===== config.mk =====
export PLATFORM = sky130hd
export DESIGN_NAME = serial_subtractor
export DESIGN_NICKNAME = d
export VERILOG_FILES = /design/src/rtl/serial_subtractor_pkg.sv /design/src/rtl/serial_subtractor_full_subtractor_bit.sv /design/src/rtl/serial_subtractor.sv
export SDC_FILE = /design/constraint.sdc
export NUM_CORES = 1
export LEC_CHECK = 0
export CORE_UTILIZATION = 46
export CTS_CLUSTER_DIAMETER = 30
export DETAILED_ROUTE_END_ITERATION = 12
export PLACE_DENSITY = 0.78
export SKIP_LAST_GASP = 1
export SYNTH_ARGS = -nofsm -noshare
export SYNTH_HDL_FRONTEND = slang
export SYNTH_SLANG_ARGS = --single-unit

===== constraint.sdc =====
create_clock -name clk -period 2.41 [get_ports clk]
set_clock_uncertainty 0.15 [all_clocks]
set_input_delay 0.723 -clock clk [delete_from_list [all_inputs] [get_ports clk]]
set_output_delay 0.723 -clock clk [all_outputs]
set_load 0.05 [all_outputs]

===== src/rtl/serial_subtractor_pkg.sv =====
// Shared types and helpers for the bit-serial subtractor.
// Holds the FSM state encoding and the count-width helper.
package serial_subtractor_pkg;

   typedef enum logic [1:0] {
      IDLE = 2'd0,
      RUN  = 2'd1,
      DONE = 2'd2
   } state_e;

   // Bit counter is wide enough to hold WIDTH-1 with one spare bit.
   function automatic int cnt_w(input int w);
      return $clog2(w) + 1;
   endfunction

endpackage


===== src/rtl/serial_subtractor_full_subtractor_bit.sv =====
// One-bit full subtractor cell: d = x - y - bin.
// Ports: x, y, bin in; d difference, bo borrow out.
module full_subtractor_bit (
   input  logic x,
   input  logic y,
   input  logic bin,
   output logic d,
   output logic bo
);

   assign d  = x ^ y ^ bin;
   assign bo = (~x & y) | (~(x ^ y) & bin);

endmodule


===== src/rtl/serial_subtractor.sv =====
// Bit-serial subtractor diff = a - b, LSB first, one bit per clock.
// Ports: clk, rst_n; in_valid/in_ready with a, b; out_valid/out_ready
// with diff, bout (unsigned borrow) and ovf (signed overflow).
module serial_subtractor
   import serial_subtractor_pkg::*;
#(
   parameter int WIDTH = 4
) (
   input  logic             clk,
   input  logic             rst_n,
   input  logic             in_valid,
   output logic             in_ready,
   input  logic [WIDTH-1:0] a,
   input  logic [WIDTH-1:0] b,
   output logic             out_valid,
   input  logic             out_ready,
   output logic [WIDTH-1:0] diff,
   output logic             bout,
   output logic             ovf
);

   localparam int CW = cnt_w(WIDTH);
   localparam logic [CW-1:0] LAST = CW'(WIDTH - 1);

   state_e state_q, state_d;

   logic [WIDTH-1:0] a_sh_q, a_sh_d;
   logic [WIDTH-1:0] b_sh_q, b_sh_d;
   logic [WIDTH-1:0] res_q, res_d;
   logic [CW-1:0]    cnt_q, cnt_d;
   logic             brw_q, brw_d;
   logic             bout_q, bout_d;
   logic             ovf_q, ovf_d;
   logic             a_msb_q, a_msb_d;
   logic             b_msb_q, b_msb_d;

   logic fs_d;
   logic fs_bo;
   logic last;

   full_subtractor_bit u_fs (
      .x   (a_sh_q[0]),
      .y   (b_sh_q[0]),
      .bin (brw_q),
      .d   (fs_d),
      .bo  (fs_bo)
   );

   assign last = (cnt_q == LAST);

   // FSM: state register
   always_ff @(posedge clk or negedge rst_n) begin
      if (!rst_n) begin
         state_q <= IDLE;
      end else begin
         state_q <= state_d;
      end
   end

   // FSM: next state
   always_comb begin
      state_d = state_q;
      unique case (state_q)
         IDLE: if (in_valid) state_d = RUN;
         RUN:  if (last) state_d = DONE;
         DONE: if (out_ready) state_d = IDLE;
         default: state_d = IDLE;
      endcase
   end

   // FSM: outputs, decoded from state only
   always_comb begin
      in_ready  = (state_q == IDLE);
      out_valid = (state_q == DONE);
   end

   // Datapath next values
   always_comb begin
      a_sh_d  = a_sh_q;
      b_sh_d  = b_sh_q;
      res_d   = res_q;
      cnt_d   = cnt_q;
      brw_d   = brw_q;
      bout_d  = bout_q;
      ovf_d   = ovf_q;
      a_msb_d = a_msb_q;
      b_msb_d = b_msb_q;
      unique case (state_q)
         IDLE: begin
            if (in_valid) begin
               a_sh_d  = a;
               b_sh_d  = b;
               brw_d   = 1'b0;
               cnt_d   = '0;
               a_msb_d = a[WIDTH-1];
               b_msb_d = b[WIDTH-1];
            end
         end
         RUN: begin
            a_sh_d = {1'b0, a_sh_q[WIDTH-1:1]};
            b_sh_d = {1'b0, b_sh_q[WIDTH-1:1]};
            res_d  = {fs_d, res_q[WIDTH-1:1]};
            brw_d  = fs_bo;
            cnt_d  = cnt_q + CW'(1);
            if (last) begin
               bout_d = fs_bo;
               // Overflow: operand signs differ and result sign
               // differs from the minuend sign.
               ovf_d  = (a_msb_q ^ b_msb_q) & (fs_d ^ a_msb_q);
            end
         end
         DONE: ;
         default: ;
      endcase
   end

   always_ff @(posedge clk or negedge rst_n) begin
      if (!rst_n) begin
         a_sh_q  <= '0;
         b_sh_q  <= '0;
         res_q   <= '0;
         cnt_q   <= '0;
         brw_q   <= 1'b0;
         bout_q  <= 1'b0;
         ovf_q   <= 1'b0;
         a_msb_q <= 1'b0;
         b_msb_q <= 1'b0;
      end else begin
         a_sh_q  <= a_sh_d;
         b_sh_q  <= b_sh_d;
         res_q   <= res_d;
         cnt_q   <= cnt_d;
         brw_q   <= brw_d;
         bout_q  <= bout_d;
         ovf_q   <= ovf_d;
         a_msb_q <= a_msb_d;
         b_msb_q <= b_msb_d;
      end
   end

   assign diff = res_q;
   assign bout = bout_q;
   assign ovf  = ovf_q;

endmodule


== Word-level counts from Yosys, hierarchy flattened ==
Index checks and enable logic that the tools add are counted.
Storage, ports and cells
  logic and storage cells: 45
  bits in registers: 22
  bits of input ports: 12
  output and inout bits: 8
Operators by class
  mux-type cells: 12
  add/subtract/negate cells: 1
  reductions and logical operators: 6
  bitwise gates (word level): 10
  equality and inequality tests: 6
Operators by type and width (number)
  one-hot mux 4 bit (2 select lines): 2
  2-to-1 mux 4 bit: 2
  2-to-1 mux 2 bit: 3
  one-hot mux 2 bit (3 select lines): 1
  one-hot mux 3 bit (2 select lines): 1
  AND reduction 2 bit: 3
  inequality test 2 bit, second input constant: 2
  XOR 1 bit: 4
  adder 3 x 1 -> 3 bit, second input constant: 1
  bitwise AND 1 bit: 3
  equality test 3 x 2 -> 1 bit, second input constant: 1
  2-to-1 mux 3 bit: 1
  AND reduction 3 bit: 1
  equality test 2 x 1 -> 1 bit, second input constant: 1
  equality test 2 bit, second input constant: 1
  zero test 2 bit: 1
  inequality test 2 x 1 -> 1 bit, second input constant: 1
  inverter 1 bit: 2
  one-hot mux 1 bit (2 select lines): 1
  nonzero test 2 bit: 1
  2-to-1 mux 1 bit: 1
  OR 1 bit: 1

== Longest topological paths before layout ==
Gate-level depths: netlist (run 1).
  word-level depth: 5
  mapped depth: 5
  depth with buffers taken out: 5

== Hierarchy ==
Synthesis (run 1) repeated with hierarchy kept, for this count alone.
Second synthesis, totals
  cells, all modules: 105
  area total of the unflattened synthesis: 1056.0 um2
Modules (own cells, without submodules)
  serial_subtractor: area each 1024.7 um2, seq. area each 550.5 um2, cells an instance 101, times used 1
  full_subtractor_bit: area each 31.3 um2, seq. area each 0.0 um2, cells an instance 4, times used 1

== Least setup slack after synthesis (run 1) ==
No wires, ideal clock.
  path kind: register to output
  start: reg state_q[0]
  end: out in_ready
  cell stages (with the launch flop): 3
  setup slack: 0.262 ns
  buffers on the path: 1
  required time: 1.537 ns
  arrival time: 1.275 ns
  cells stage by stage: dfrtp_1 buf_2 nor2_1
Between the ends
  longest elaborated chain between the ends: 1
Ends and longest elaborated chain
  from (decl): line serial_subtractor.sv:25  | state_e state_q, state_d;
  from (signal assigned): line serial_subtractor.sv:56  | state_q <= state_d;
  zero test 2 bit: line serial_subtractor.sv:73  | in_ready = (state_q == IDLE);
  to (decl): line serial_subtractor.sv:12  | output logic in_ready,
No other way between the ends.

== Worst setup path after layout (run 1) ==
  start: reg res_q[0], in the netlist diff[0]
  end: out diff[0]
RTL lines
  from (decl): line serial_subtractor.sv:29  | logic [WIDTH-1:0] res_q, res_d;
  from (signal assigned): line serial_subtractor.sv:131  | res_q <= res_d;
  to (decl): line serial_subtractor.sv:17  | output logic [WIDTH-1:0] diff,
No word-level cell between the ends.

==> results.md, run 1 <==
* CTS Buf Count at 3
* Leakage power total at 0.629 nW
* # rows at 16
* CTS HTree Levels at 1
* Unique masters post-synth at 22
* Simple logic cell fraction of the synthesized area at between 10% and 20%
* FILL cells at 170
* Yosys warning count at 0
* Share of cells above drive strength 1 at 10.9%
* Status: finished clean
* Starting Density at between 50 and 60%
* Switch Pwr at ~0.73 mW
* Max-slew headroom at 65.8%
* Pre-CTS WS at about 0.26 ns
* Commonest non-fill, non-tap cell in the layout: dfrtp_1
* Mapped Cells at 105
* Worst skew pair latency at roughly 0.30 ns
* Critical Path Start Type: register
* Min Tclk post-route at between 2 and 2.5 ns
* CP top delay family: buffers and inverters
* Clk pwr share at 9.5%
* Adder-cell share of the synthesized area at ~4.3%
* First-pass GRT wire length at 3.57 mm
* Input/output buffers at 19
* Count of pins over their slew limit at 0
* Post-DRT Antenna Nets at 0
* N_diodes at 0
* First DRT Iteration DRCs at 25
* CP peak stage delay at around 0.8 ns
* Vias in the first global route at around 770
* Via count at 826
* Max-Cap Viols at 0
* CTS resizes at 0
* Die Area at 2450 µm²
* Synth Area in XOR/XNOR at 0%
* Critical path data arrival time at 1.47 ns
* Post-Route Setup TNS at 0 ns
* GRT Overall Usage at between 10% and 20%
* CP Data Required Time at between 1.5 and 2 ns
* Placer Congestion at between 0.7 and 0.8
* Switching Fraction at 43.6%
* Drt wl/cell at ~14 µm
* Antenna violations before repair at 0
* Final nets at 145
* CTS max path bufs at 2
* Power share of the sequential group at between 30% and 40%
* Syn Nets at 120
* Combinational fraction of design power at about 51%
* CP Capture Type: output pin
* Die H at between 40 and 50 µm
* Drt pass-1 iters at 4
* Final hold slack at roughly 0.34 ns
* Largest net degree at the start of global routing at 23
* Commonest non-fill, non-tap cells in the layout: dfrtp_1, nand2_1, o21ai_0, clkdlybuf4s50_1, nor2b_1
* Syn Area/Cell at between 9 and 10 µm²
* Ports at 20
* Combinational family with the most area after synthesis: simple AND/OR/NAND/NOR gates
* Crit Path Max Fanout at 2
* Worst path bufs/invs at 1
* Tcrit/Tclk final at between 90% and 100%
* Post-synthesis compound-gate area fraction at between 15 and 20%
* Mux cell area share after synthesis at 3.13%
* CTS tree: done
* Area grow syn2layout at 28.0%
* Internal at roughly 0.95 mW
* Worst Max-Slew Pin Slew at around 0.51 ns
* Placed cells at ~150
* Cell area after synthesis at ~1000 µm²
* DRC at 0
* Core area at slightly above 2000 µm²
* Hold-fix buffers, CTS at 0
* Unrepaired setup endpoints after global routing: false
* Pwr Density at approximately 1300 nW/µm²
* Slowest CP cell: clkdlybuf4s50_1
* Area leader, netlist: dfrtp_1
* CP Class: register to output pin
* Vias per std cell at roughly 5.3
* Remaining Overflow, GRT at 0
* Root Buffer Master: clkbuf_4
* Seq/Total Area, Yosys at a little over half
* Post-synthesis register bit count at 22
* Post-route setup slack at 0.0706 ns
* Die Width at between 40 and 50 µm
* WL final at roughly 2.1 mm
* Hold WC Path Type: register to register
* Setup Fix Bufs, Post-CTS at 0
* Final Hold Fails at 0
* Utilization after layout at between 60% and 70%
* CTS Sinks at 22
* CP cell instances: clkdlybuf4s50_1
* Clock-pin slew on the worst setup and hold paths at around 0.10 ns
* Final setup vio count at 0
* Final std cells w/o fill at 155
* Area fraction of the dominant cell type after synthesis at a little over half
* Peak VDD IR at ~0.74 mV
* Top post-synthesis cells by area: dfrtp_1, nand2_1, o21ai_0
* Dpl hpwl at 1.54 mm
* Fmax at approximately 430 MHz
## tightest hold or removal path, cell delays in order (launching register included)
cell and delay (ns):
dfrtp_1 0.36, nand2_1 0.05, o21ai_0 0.06
## synthesized netlist by cell type, drive strengths merged
cell and instances:
dfrtp 22, nand2 19, o21ai 14, nor2b 11, a21oi 8, a22oi 6
inv 5, buf 3, clkbuf 2, ha 2, mux2 2, nand2b 2
nor2 2, a22o 1, a2bb2oi 1, fa 1, mux2i 1, nand3b 1
nor3b 1, o21bai 1
## layer usage
layer | vias to the layer above | GRT usage, % | wire, µm
met5 | - | 0 | 0
met4 | 0 | 10.0 | 44
met3 | 5 | 2.78 | 86
met2 | 26 | 29.9 | 976
met1 | 392 | 27.5 | 999
li1 | 403 | - | -
## registers in the layout (all words and copies together), names as in the netlist
register	cells
a_sh_q	4
b_sh_q	4
diff	4
cnt_q	3
state_q	2
a_msb_q	1
b_msb_q	1
bout	1
brw_q	1
ovf	1
## layout make-up
| cell class | instances | area, µm² | area share (%) |
|---|---|---|---|
| inverters | 5 | 18.8 | 1.41 |
| repair buffers | 25 | 263 | 19.8 |
| clock buffers | 3 | 22.5 | 1.69 |
| flip-flops and latches | 22 | 551 | 41.4 |
| multi-input cells | 73 | 440 | 33.1 |
| well taps | 27 | 33.8 | 2.54 |
## power by group through the flow
stage                     sequential (mW)  combinational, mW  clock, mW
after floorplan                     0.768              0.455          0
after global placement              0.655              0.835          0
after detailed placement            0.668              0.860          0
after CTS                           0.659              0.865      0.164
after global routing                0.682              0.946      0.183
final                               0.662              0.860      0.160
## stage by stage
stage / area, µm² / total power, mW
2_1_floorplan: 1040 / 1.22
3_3_place_gp: 1300 / 1.49
3_5_place_dp: 1300 / 1.53
4_1_cts: 1320 / 1.69
5_1_grt: 1330 / 1.81
6_report: 1330 / 1.68
## final timing paths
kind	startpoint	endpoint	slack, ns	depth (start not counted)
setup / recovery	diff[0]$_DFFE_PN0P_	diff[0]	0.07	1
hold / removal	brw_q$_DFFE_PN0P_	brw_q$_DFFE_PN0P_	0.34	2
setup reg to reg	state_q[1]$_DFFE_PN0P_	a_sh_q[0]$_DFFE_PN0P_	0.71	5
hold reg to reg	brw_q$_DFFE_PN0P_	brw_q$_DFFE_PN0P_	0.34	2
max in group asynchronous	rst_n	diff[1]$_DFFE_PN0P_	1.29	2
min in group asynchronous	rst_n	ovf$_DFFE_PN0P_	0.60	2
## cell families after synthesis
logic type,count (synthesis)
DFF,22
and+or+nand+nor,36
AOI/OAI and AO/OA,31
buffers and inverters,10
adders and majority gates,3
muxes,3
Note: power is estimated with default switching activity, not from simulation.
==> run 2, diff against run 1 <==
- CORE_MARGIN: not set -> 5
- SLEW_MARGIN: not set -> 20
==> results.md, run 2 (synthesis gave the netlist of run 1 again) <==
* CP peak stage delay at 0.80 ns (about the same)
* Remaining Overflow, GRT at 0 (unchanged)
* Via count at 844 (+2.2%)
* Critical Path Start Type: register
* Share of cells above drive strength 1 at 14.0% (+3.0 points)
* Commonest non-fill, non-tap cells in the layout: dfrtp_1, nand2_1, o21ai_0, clkdlybuf4s50_1, nor2b_1
* Worst skew pair latency at 0.31 ns (about the same)
* Max-Cap Viols at 0 (unchanged)
* Vias per std cell at 5.38 (+0.88%)
* Count of pins over their slew limit at 0 (unchanged)
* Crit Path Max Fanout at 2 (unchanged)
* CTS Sinks at 22 (unchanged)
* GRT Overall Usage at 15.9% (-3.8 points)
* Vias in the first global route at 964 (+26%)
* Final std cells w/o fill at 157 (+1.3%)
* DRC at 0 (unchanged)
* CTS tree: done
* First-pass GRT wire length at 4.15 mm (+16%)
* Tcrit/Tclk final at 97.0% (about the same)
* CP top delay family: buffers and inverters
* Max-slew headroom at 66.2% (+0.47 points)
* Unrepaired setup endpoints after global routing: false
* Multi-input combinational cell area at 440 µm² (unchanged)
* Die Width at 57.5 µm (+16%)
* Root Buffer Master: clkbuf_4
* Reg area at 551 µm² (unchanged)
* Fmax at 428 MHz (about the same)
* Clock-pin slew on the worst setup and hold paths at 0.12 ns (+0.02 ns)
* Peak VDD IR at 0.803 mV (+8.9%)
* Critical path data arrival time at 1.47 ns (about the same)
* First DRT Iteration DRCs at 21 (-16%)
* Antenna violations before repair at 0 (unchanged)
* Final nets at 145 (unchanged)
* Final setup vio count at 0 (unchanged)
* FILL cells at 192 (+13%)
* Placer Congestion at 0.740 (-3.9%)
* Input/output buffers at 19 (unchanged)
* Area grow syn2layout at 29.8%
* CP Capture Type: output pin
* Dpl hpwl at 1.67 mm (+8.3%)
* Worst path bufs/invs at 1 (unchanged)
* Hold-fix buffers, CTS at 0 (unchanged)
* CTS resizes at 0 (unchanged)
* Pwr Density at 1340 nW/µm² (+6.1%)
* Final Hold Fails at 0 (unchanged)
* Die H at 57.5 µm (+16%)
* Commonest non-fill, non-tap cell in the layout: dfrtp_1
* Slowest CP cell: clkdlybuf4s50_1
* Drt wl/cell at 14.3 µm (+5.4%)
* CTS HTree Levels at 1 (unchanged)
* # rows at 17 (+1)
* Largest net degree at the start of global routing at 23 (unchanged)
* Worst Max-Slew Pin Slew at 0.506 ns (-0.00705 ns)
* Placed cells at 153 (+0.66%)
* Core area at 2190 µm² (+7.3%)
* Post-DRT Antenna Nets at 0 (unchanged)
* WL final at 2.25 mm (+6.7%)
* Post-route setup slack at 0.0713 ns (+0.000773 ns)
* Drt pass-1 iters at 4 (unchanged)
* Leakage power total at 0.623 nW (-0.87%)
* CTS max path bufs at 2 (unchanged)
* Setup Fix Bufs, Post-CTS at 0 (unchanged)
* CP Data Required Time at 1.54 ns (about the same)
* Post-Route Setup TNS at 0 ns (unchanged)
* Status: finished clean
* Min Tclk post-route at 2.34 ns (-0.000773 ns)
* Starting Density at 47.4% (-3.5 points)
* Die Area at 3310 µm² (+35%)
* Ports at 20 (unchanged)
* N_diodes at 0 (unchanged)
* CP Class: register to output pin
* Pre-CTS WS at 0.245 ns (-0.0196 ns)
* CP cell instances: clkdlybuf4s50_1
* CTS Buf Count at 3 (unchanged)
* Hold WC Path Type: register to register
[run 2: changes by cell type in the layout (fill, tap and decap cells not counted), sizes merged]
cell	change
clkdlybuf4s50	-1
buf	+3
bufinv	+1
dlymetal6s2s	-2
[run 2: routing by layer]
layer	global-route usage (%)	up-vias	routed length, µm
li1	-	400	-
met1	19.7	422	975
met2	26.8	20	1180
met3	2.71	2	81
met4	6.95	0	10
met5	0	-	0
[run 2: path summary, 6_finish.rpt]
path,start,endpoint,slack (ns),cells past startpoint
max,ovf$_DFFE_PN0P_,ovf,0.07,1
min,cnt_q[2]$_DFFE_PN0P_,cnt_q[2]$_DFFE_PN0P_,0.35,2
max reg2reg,b_sh_q[0]$_DFFE_PN0P_,ovf$_DFFE_PN0P_,0.78,5
min reg2reg,cnt_q[2]$_DFFE_PN0P_,cnt_q[2]$_DFFE_PN0P_,0.35,2
max in group asynchronous,rst_n,bout$_DFFE_PN0P_,1.29,2
min in group asynchronous,rst_n,b_sh_q[1]$_DFFE_PN0P_,0.58,2
[run 2: area by class of cell]
type	count	share of cell area [%]
Multi-Input combinational cell	73	32.7
Clock buffer	3	1.67
Clock inverter	1	2.23
Inverter	5	1.39
Sequential cell	22	40.9
Tap cell	28	2.60
Timing Repair Buffer	25	18.6
[run 2: per-stage QoR]
stage	total power [mW]	area, µm²	util (%)	hold slack (ns)
floorplan	1.22	1040	-	0.277
global placement	1.50	1290	59.0	0.310
detailed placement	1.54	1290	59.0	0.329
CTS	1.83	1350	61.4	0.357
global route	1.95	1350	61.5	0.396
finish	1.81	1350	61.5	0.352
[run 2: where the power goes]
group	switching, mW	total [mW]	internal (mW)
clock	0.118	0.286	0.168
combinational	0.527	0.889	0.362
sequential	0.109	0.634	0.524
total	0.754	1.81	1.05
[run 2: worst register-to-register path, cell delays in order, from the launching register on]
cell,delay (ns)
dfrtp_1,0.38
inv_1,0.08
fa_1,0.53
nor3b_1,0.20
a21oi_1,0.06
o21ai_0,0.14
==> run 3, diff against run 2 <==
- CORE_UTILIZATION: 46 -> 53
- PLACE_DENSITY: 0.78 -> 0.87
- SLEW_MARGIN: 20 -> 10
==> results.md, run 3 (synthesis gave the netlist of run 1 again) <==
* Status: finished clean
* CTS Buf Count at 3 (unchanged)
* Gr busiest metal: met2
* Area grow syn2layout at 30.1%
* Multi-input combinational cell area at 440 µm² (unchanged)
* CTS Sinks at 22 (unchanged)
* Ports at 20 (unchanged)
* Reg2reg start: b_sh_q[0]$_DFFE_PN0P_
* Final setup vio count at 0 (unchanged)
* Vias in the first global route at 828 (-14%)
* Hold WC Path Type: register to register
* Tcrit/Tclk final at 96.7% (-0.36 points)
* Final hold slack at 0.353 ns (+0.00114 ns)
* Slowest CP cell: clkdlybuf4s50_1
* DRC at 0 (unchanged)
* Starting Density at 54.0% (+6.6 points)
* FILL cells at 156 (-19%)
* GRT met1 Usage at 20.1% (+0.36 points)
* Remaining Overflow, GRT at 0 (unchanged)
* Dpl hpwl at 1.58 mm (-5.6%)
* Root Buffer Master: clkbuf_4
* Fmax at 429 MHz (+0.38%)
* Crit Path Max Fanout at 2 (unchanged)
* Via count at 811 (-3.9%)
* Core area at 1920 µm² (-12%)
* CTS tree: done
* Crit. path cell count at 1 (unchanged)
* Worst skew pair latency at 0.30 ns (about the same)
* Hold-fix buffers, CTS at 0 (unchanged)
* Critical path data arrival time at 1.46 ns (about the same)
* Placer Congestion at 0.772 (+4.4%)
* First DRT Iteration DRCs at 8 (-62%)
* Final Hold Fails at 0 (unchanged)
* CP top delay family: buffers and inverters
* Design area at 1350 µm² (+0.28%)
* CP peak stage delay at 0.80 ns (about the same)
* Hold wc startpoint: brw_q$_DFFE_PN0P_
* Worst Max-Slew Pin Slew at 0.505 ns (-0.000664 ns)
* Max-slew headroom at 66.3% (about the same)
* Post-DRT Antenna Nets at 0 (unchanged)
* Antenna violations before repair at 0 (unchanged)
* Drt wl/cell at 13.2 µm (-8.2%)
* Leakage power total at 0.634 nW (+1.7%)
* RR Endpoint: ovf$_DFFE_PN0P_
* GRT Overall Usage at 16.1% (+0.26 points)
* CP Class: register to output pin
* Max-Cap Viols at 0 (unchanged)
* Critical Path Start Type: register
* Count of pins over their slew limit at 0 (unchanged)
* Drt pass-1 iters at 2 (-2)
* N_diodes at 0 (unchanged)
* Met3 Usage GRT at 3.00% (+0.28 points)
* CP Capture Type: output pin
* Min Tclk post-route at 2.33 ns (-0.00876 ns)
* Share of cells above drive strength 1 at 13.2% (-0.78 points)
* Peak VDD IR at 0.864 mV (+7.6%)
* R2r setup slk at 0.79 ns (about the same)
* Setup Fix Bufs, Post-CTS at 0 (unchanged)
* Input/output buffers at 19 (unchanged)
* Hold endpoint: brw_q$_DFFE_PN0P_
* Design Power at 1.79 mW (-1.0%)
* Commonest non-fill, non-tap cell in the layout: dfrtp_1
* CTS max path bufs at 2 (unchanged)
* Reg area at 551 µm² (unchanged)
* Vias per std cell at 5.20 (-3.3%)
* Path depth of the worst reg2reg path at 5 (unchanged)
* CP Data Required Time at 1.54 ns (about the same)
* # rows at 16 (-1)
* Final nets at 145 (unchanged)
* Die Width at 54.3 µm (-5.7%)
* CTS HTree Levels at 1 (unchanged)
* Worst path bufs/invs at 1 (unchanged)
* Die Area at 2940 µm² (-11%)
* CP cell instances: clkdlybuf4s50_1
* Clock-pin slew on the worst setup and hold paths at 0.12 ns (about the same)
* Largest net degree at the start of global routing at 23 (unchanged)
* Placed Area at 1290 µm² (about the same)
* Pwr Density at 1320 nW/µm² (-1.3%)
* Post-Route Setup TNS at 0 ns (unchanged)
* WL final at 2.05 mm (-8.8%)
* Unrepaired setup endpoints after global routing: false
* Commonest non-fill, non-tap cells in the layout: dfrtp_1, nand2_1, o21ai_0, clkdlybuf4s50_1, nor2b_1
* Die H at 54.3 µm (-5.7%)
* Hold Crit Depth at 2 (unchanged)
* First-pass GRT wire length at 3.46 mm (-17%)
* Met2 usage at 28.5% (+1.7 points)
## run 3: worst max-delay path by stage
stage | from | end | slack (ns)
2_1_floorplan | state_q[0]$_DFFE_PN0P_ | in_ready | 0.26
3_3_place_gp | in_valid | b_msb_q$_DFFE_PN0P_ | 0.30
3_5_place_dp | in_valid | b_msb_q$_DFFE_PN0P_ | 0.23
4_1_cts | diff[3]$_DFFE_PN0P_ | diff[3] | 0.03
5_1_grt | ovf$_DFFE_PN0P_ | ovf | 0.03
6_report | bout$_DFFE_PN0P_ | bout | 0.08
## run 3: worst register-to-register path, cell delays in order (launching register included)
cell     delay (ns)
dfrtp_1        0.37
inv_1          0.08
fa_1           0.53
nor3b_1        0.20
a21oi_1        0.05
o21ai_0        0.16
## run 3: final cells by class
class,instances,area share [%]
Inverter,5,1.39
Clock inverter,1,2.22
Timing Repair Buffer,25,18.9
Multi-Input combinational cell,73,32.6
Sequential cell,22,40.7
Clock buffer,3,1.67
Tap cell,27,2.50
## run 3: metal layers
metal	part of all wire, %	wire (µm)
met3	3.5	71
met1	45	924
met4	0.49	10
met2	51	1050
met5	0	0
## run 3: through the flow
step	setup slack (ns)	util, %	instances
detailed placement	0.232	67.3	152
finish	0.0801	70.3	156
CTS	0.0287	70.1	156
global route	0.0339	70.3	156
floorplan	0.262	-	105
global placement	0.296	67.3	152
## run 3: power by group
| group | switching, mW | internal [mW] |
|---|---|---|
| Clock | 0.107 | 0.168 |
| Combinational | 0.510 | 0.361 |
| Sequential | 0.121 | 0.524 |
## run 3: what timing repair did
action | in CTS | in global routing
resized for setup | 0 | 2
setup endpoints to repair | 0 | 2
endpoints found under the hold margin | 0 | 0
